File: src/rtl/spi_clk_gen.sv
// SPI serial clock generator: programmable SCK divider, CPOL/CPHA strobes.
// Define SPI_CLK_GEN_BITCNT_EN to end transfers after nbits SCK cycles.
module spi_clk_gen #(
  parameter int DIV_WIDTH = 8,
  parameter int CNT_WIDTH = 5
) (
  input  logic                 clk,
  input  logic                 rst,
  input  logic                 start,
  input  logic                 stop,
  input  logic [DIV_WIDTH-1:0] div,
  input  logic                 cpol,
  input  logic                 cpha,
  input  logic [CNT_WIDTH-1:0] nbits,
  output logic                 sck,
  output logic                 lead_edge,
  output logic                 trail_edge,
  output logic                 sample,
  output logic                 shift,
  output logic                 busy,
  output logic                 done
);

  typedef enum logic {IDLE, RUN} state_t;

  state_t               state_q, state_d;
  logic [DIV_WIDTH-1:0] dcnt_q, dcnt_d;
  logic [DIV_WIDTH-1:0] div_q, div_d;
  logic                 cpol_q, cpol_d;
  logic                 cpha_q, cpha_d;
  logic                 sck_q, sck_d;
  logic                 lead_q, lead_d;
  logic                 trail_q, trail_d;
  logic                 fin;

`ifdef SPI_CLK_GEN_BITCNT_EN
  logic [CNT_WIDTH-1:0] ecnt_q, ecnt_d;
  logic [CNT_WIDTH-1:0] nb_q, nb_d;
  logic                 done_q, done_d;

  assign fin  = done_q;
  assign done = done_q;
`else
  logic unused_nbits;

  assign unused_nbits = ^nbits;
  assign fin  = 1'b0;
  assign done = 1'b0;
`endif

  always_comb begin
    state_d = state_q;
    dcnt_d  = dcnt_q;
    div_d   = div_q;
    cpol_d  = cpol_q;
    cpha_d  = cpha_q;
    sck_d   = sck_q;
    lead_d  = 1'b0;
    trail_d = 1'b0;
`ifdef SPI_CLK_GEN_BITCNT_EN
    ecnt_d  = ecnt_q;
    nb_d    = nb_q;
    done_d  = 1'b0;
`endif
    unique case (state_q)
      IDLE: begin
        sck_d  = cpol;
        dcnt_d = '0;
`ifdef SPI_CLK_GEN_BITCNT_EN
        ecnt_d = '0;
`endif
        if (start && !stop) begin
          state_d = RUN;
          div_d   = div;
          cpol_d  = cpol;
          cpha_d  = cpha;
`ifdef SPI_CLK_GEN_BITCNT_EN
          nb_d    = nbits;
`endif
        end
      end
      RUN: begin
        // abort and post-completion both park SCK at idle level
        if (stop || fin) begin
          state_d = IDLE;
          sck_d   = cpol_q;
          dcnt_d  = '0;
`ifdef SPI_CLK_GEN_BITCNT_EN
          ecnt_d  = '0;
`endif
        end else if (dcnt_q == div_q) begin
          dcnt_d  = '0;
          sck_d   = ~sck_q;
          lead_d  = (sck_q == cpol_q);
          trail_d = (sck_q != cpol_q);
`ifdef SPI_CLK_GEN_BITCNT_EN
          if (trail_d) begin
            ecnt_d = ecnt_q + 1'b1;
            done_d = (ecnt_d == nb_q);
          end
`endif
        end else begin
          dcnt_d = dcnt_q + 1'b1;
        end
      end
    endcase
  end

  always_ff @(posedge clk) begin
    if (!rst) begin
      state_q <= IDLE;
      dcnt_q  <= '0;
      div_q   <= '0;
      cpol_q  <= 1'b0;
      cpha_q  <= 1'b0;
      sck_q   <= 1'b0;
      lead_q  <= 1'b0;
      trail_q <= 1'b0;
`ifdef SPI_CLK_GEN_BITCNT_EN
      ecnt_q  <= '0;
      nb_q    <= '0;
      done_q  <= 1'b0;
`endif
    end else begin
      state_q <= state_d;
      dcnt_q  <= dcnt_d;
      div_q   <= div_d;
      cpol_q  <= cpol_d;
      cpha_q  <= cpha_d;
      sck_q   <= sck_d;
      lead_q  <= lead_d;
      trail_q <= trail_d;
`ifdef SPI_CLK_GEN_BITCNT_EN
      ecnt_q  <= ecnt_d;
      nb_q    <= nb_d;
      done_q  <= done_d;
`endif
    end
  end

  assign sck        = sck_q;
  assign lead_edge  = lead_q;
  assign trail_edge = trail_q;
  assign sample     = cpha_q ? trail_q : lead_q;
  assign shift      = cpha_q ? lead_q : trail_q;
  assign busy       = (state_q == RUN);

endmodule

File: config.mk
export PLATFORM = sky130hd
export DESIGN_NAME = spi_clk_gen
export DESIGN_NICKNAME = d
export VERILOG_FILES = /design/src/rtl/spi_clk_gen.sv
export SDC_FILE = /design/constraint.sdc
export NUM_CORES = 1
export LEC_CHECK = 0
export CAP_MARGIN = 10
export CORE_ASPECT_RATIO = 0.75
export CORE_MARGIN = 1.5
export CORE_UTILIZATION = 53
export DETAILED_ROUTE_END_ITERATION = 8
export DONT_BUFFER_PORTS = 1
export PLACE_DENSITY_LB_ADDON = 0.15
export SETUP_SLACK_MARGIN = 0.15
export SYNTH_ARGS = -nofsm -noshare
export SYNTH_HDL_FRONTEND = slang
export SYNTH_SLANG_ARGS = --single-unit
File: constraint.sdc
create_clock -name clk -period 1.71 [get_ports clk]
set_input_delay 0.171 -clock clk [delete_from_list [all_inputs] [get_ports clk]]
set_output_delay 0.171 -clock clk [all_outputs]
set_load 0.02 [all_outputs]
; ---- Word-level counts from Yosys, hierarchy flattened
; Index checks and enable logic that the tools add are counted.
; Widths: inputs -> output; s select.
[word_totals]
mem_bits_ro = 0
n_memories = 0
input_bits = 19
regBits = 22
wordCells = 32
latchBits = 0
output_inout_bits = 7
ramBits = 0
[op_classes]
add_sub_neg = 1
n_reduce_logical = 4
n_mul = 0
muxes = 11
magnitude_cmp = 0
shift = 0
div_mod_pow = 0
n_eq_ne = 4
bitwise = 4
[ops]
columns = cell, count
row1 = $mux 8, 2
row2 = $pmux 8 s2, 1
row3 = $add 8x1->8 const B, 1
row4 = $eq 8x8->1, 1
row5 = $mux 1, 6
row6 = $not 1->1, 4
row7 = $pmux 1 s2, 2
row8 = $reduce_or 4->1, 1
row9 = $ne 3x2->1 const B, 1
row10 = $reduce_and 2->1, 1
row11 = $eq 1x1->1, 1
row12 = $logic_and 1x1->1, 1
row13 = $logic_not 1->1, 1
row14 = $ne 1x1->1, 1

; ---- Depth between registers and ports, before layout
[logic_depth]
word_depth = 4
ltp_mapped = 4
ltp_nobuf = 4

; ---- Worst setup path before layout
; OpenSTA, ideal clock, no wires.
[synth_timing]
path_kind = reg2reg
from = register dcnt_q[0]
to = register dcnt_q[2]
stages_incl_launch_ff = 5
t_arrival_ps = 1115
required_ps = 1590
setup_ps = 120
slack_ps = 475
period_less_slack_ps = 1235
path_buffers = 0
path_cell_list = dfxtp_1 -> xor2_1 -> nor4_2 -> a21o_1 -> nor2_1
[synth_via]
elab_chain_cells = 4
elab_cells_between_ends = 5
classes_between = add/sub (1) / eq/ne (1) / mux (3)
[synth_lines]
columns = item, line_no
row1 = from (decl), 27  ; logic [DIV_WIDTH-1:0] dcnt_q, dcnt_d;
row2 = from (signal assigned), 126  ; dcnt_q <= dcnt_d;
row3 = $add 8x1->8 or $eq 8x8->1 (tied branches), "103, 91"
row4 = $mux 8 *, 91  ; end else if (dcnt_q == div_q) begin
row5 = $mux 8 *, 84  ; if (stop || fin) begin
row6 = $pmux 8 s2 *, 65  ; unique case (state_q)
; Every way passes the cells marked *; elsewhere a longest branch is shown, timed or not.
; A chain may end at the register's enable or synchronous reset.

; ---- Worst setup path in the final report
[layout_timing]
from = register state_q, in the netlist busy
to = register state_q, in the netlist busy
[layout_via]
elab_chain_cells = 2
[layout_lines]
columns = item, line_no
row1 = from (decl), 26  ; state_t state_q, state_d;
row2 = from (signal assigned), 125  ; state_q <= state_d;
row3 = $not 1->1 (no source line), --
row4 = $pmux 1 s2 *, 65
; Marked as above.

==> impl_metrics.env <==
export IMPL_dp_hpwl_um=1120
export IMPL_synth_warnings=0
export IMPL_core_area_um2=1740
export IMPL_fin_crit_sh=0.847
export IMPL_p_leak_nw=0.447
export IMPL_critPathSlowestCell="dfxtp_1"
export IMPL_fin_nets=124
export IMPL_setup_tns_final_ns=0
export IMPL_path_class="register to register"
export IMPL_drv_slew=0
export IMPL_path_max_fanout=7
export IMPL_grt_max_degree=14
export IMPL_synthAdderAreaFrac=0.0128
export IMPL_synth_cell_types=24
export IMPL_dieWidth_um=52.6
export IMPL_area_growth_synth_to_final_pct=12.0
export IMPL_postCtsSetupRepairBufs=0
export IMPL_skew_ns=0.0150
export IMPL_synth_xor_area_frac=0.134
export IMPL_fp_row_count=13
export IMPL_worstPathRequired_ns=1.97
export IMPL_finalCriticalPeriod_ns=1.45
export IMPL_synth_top_family_by_area="simple AND/OR/NAND/NOR gates"
export IMPL_numPortBuffers=0
export IMPL_end_kind="register"
export IMPL_first_pass_iters=2
export IMPL_ys_ff_latch=22
export IMPL_clock_tree_buffer_depth=2
export IMPL_power_switching_w=0.000214
export IMPL_antenna_found_initial=0
export IMPL_muxShareOfSynthArea=0.135
export IMPL_vdd_drop_max_v=0.00111
export IMPL_numCtsBuffers=3
export IMPL_cap_violations=0
export IMPL_drc=0
export IMPL_hold_start="cpha"
export IMPL_swShare=0.210
export IMPL_final_core_util=0.630
export IMPL_syn_inst=97
export IMPL_syn_nets=117
export IMPL_vias=643
export IMPL_syn_avg_cell_area_um2=10.1
export IMPL_ctsRootBufferMaster="clkbuf_4"
export IMPL_rsz0062_at_grt="no"
export IMPL_antenna_cells=0
export IMPL_htree_levels=1
export IMPL_gp_congestion=0.702
export IMPL_clkSinkCount=22
export IMPL_r2r_start="busy"
export IMPL_initialDrtViolationCount=5
export IMPL_layout_cells_most_common_list="22 x dfxtp_1, 14 x xor2_1, 11 x mux2i_1"
export IMPL_cts_tree="built"
export IMPL_clk_pin_slew_ns=0.13
export IMPL_combPwrFrac=0.078
export IMPL_grt_total_usage=0.178
export IMPL_seq_power_share=0.534
export IMPL_setup_viol=0
export IMPL_grt_pass1_vias=599
export IMPL_hold_path_end="cpha_q"
export IMPL_grt_overflow=0
export IMPL_hp_class="input pin to register"
export IMPL_ant_nets=0
export IMPL_die_area_um2=2120
export IMPL_hold_path_depth=2
export IMPL_r2r_slack_ns=0.26
export IMPL_critical_path_cell_chain="nor2_1 -> nor3b_1 -> dlygate4sd3_1"
export IMPL_synthSimpleGateAreaFrac=0.216
export IMPL_seq_area_frac_synth=0.450
export IMPL_clockPowerShare=0.388
export IMPL_worst_ep_arrival_time_ns=1.70
export IMPL_fmax_mhz=691
export IMPL_clkLatencyLatePin_ns=0.32
export IMPL_reg2reg_depth=3
export IMPL_p_per_area_nw_per_um2=932
export IMPL_r2r_end="busy"
export IMPL_post_drt_wl_per_cell_um=12.4
export IMPL_hold_viol_final=0
export IMPL_initial_core_util=0.563
export IMPL_io_pins=26
export IMPL_synth_compound_area_frac=0.0281
export IMPL_netlist_area_um2=980
export IMPL_max_stage_delay_ns=0.58
export IMPL_via_per_inst=5.14
export IMPL_grt_pass1_wl_um=2530
export IMPL_fp_dieH_um=40.2
export IMPL_cp_start_kind="register"
export IMPL_drt_total_wl_um=1540
export IMPL_drive_above_1_share=0.107
export IMPL_p_int_w=0.000808
export IMPL_outcome="complete, no violations"
export IMPL_mostFrequentLayoutCell="dfxtp_1"
## cell usage after synthesis
master,n,area [µm²]
and3_1,2,12.5
nor3_1,1,5.00
o211ai_1,2,15.0
nand3b_1,1,7.51
mux2i_1,11,110
buf_4,1,7.51
mux2_2,2,22.5
nor3b_1,3,22.5
clkbuf_1,1,3.75
nor2b_1,10,62.6
nor4_2,2,25.0
xor2_1,14,123
nand2_1,3,11.3
ha_1,1,12.5
nor2_1,9,33.8
a21o_1,1,7.51
nand3_1,5,25.0
conb_1,1,3.75
dfxtp_1,22,440
inv_1,1,3.75
a21oi_1,1,5.00
xnor2_1,1,8.76
nand2b_1,1,6.26
buf_2,1,5.00
## critical path, delay by kind of cell, from the launching register on
| family | cells | cell delay [ns] |
|---|---|---|
| buffers and inverters | 1 | 0.56 |
| DFF | 1 | 0.58 |
| and+or+nand+nor | 2 | 0.25 |
## timing repair
item,in CTS,in global routing
endpoints found under the setup margin,0,7
resized for setup,0,1
hold endpoints to repair,12,1
hold buffers,3,1
## layout make-up
class	instances	area, µm²
Inverter	1	3.75
Multi-Input combinational cell	71	526
Clock inverter	1	30.0
Clock buffer	3	22.5
Sequential cell	22	440
Timing Repair Buffer	5	47.5
Tap cell	22	27.5
Fill cell	155	643
## flip-flops by register name, indices dropped and copies added (netlist names)
register and count:
trail_edge 1, cpha_q 1, busy 1, div_q 8, sck 1, cpol_q 1
dcnt_q 8, lead_edge 1
## through the flow
stage / setup WS [ns] / instances / hold slack [ns] / power, W / instance area (µm²)
detailed placement: 0.247 / 117 / 0.251 / 0.000628 / 1000
floorplan: 0.475 / 97 / 0.247 / 0.000620 / 980
global placement: 0.258 / 117 / 0.251 / 0.000627 / 1000
finish: 0.262 / 125 / 0.0198 / 0.00102 / 1100
CTS: 0.215 / 124 / 0.0113 / 0.00103 / 1090
global route: 0.161 / 125 / 0.00856 / 0.00107 / 1100
## power groups by stage
stage	registers (W)	logic (W)	clock network (W)
2_1_floorplan	0.000554	0.0000656	0
3_3_place_gp	0.000557	0.0000693	0
3_5_place_dp	0.000558	0.0000707	0
4_1_cts	0.000546	0.0000792	0.000407
5_1_grt	0.000548	0.0000907	0.000426
6_report	0.000546	0.0000797	0.000397
## cell families (layout without fill, tap and decap cells)
kind of cell | after synthesis | in the layout
buffers and inverters | 4 | 10
xor gates and xnor gates | 15 | 15
other | 1 | 1
and+or+nand+nor | 37 | 37
DFF | 22 | 22
muxes | 13 | 13
AOI/OAI and AO/OA | 4 | 4
adders and majority gates | 1 | 1
## layer usage
layer,up-vias,global-route usage,part of all wire
met5,-,0,0
met4,0,0.0769,0.014
met3,4,0.0784,0.057
met2,14,0.284,0.42
met1,289,0.212,0.51
li1,336,-,-
## worst max path at each step
stage               startpoint        end  slack (ns)  cells past startpoint
floorplan            dcnt_q[0]  dcnt_q[2]        0.47                      4
global placement     dcnt_q[0]  dcnt_q[3]        0.26                      4
detailed placement   dcnt_q[0]  dcnt_q[7]        0.25                      4
CTS                  dcnt_q[0]  dcnt_q[3]        0.22                      4
global route              busy       busy        0.16                      3
finish                    busy       busy        0.26                      3
Power figures use the tool's default switching activity.
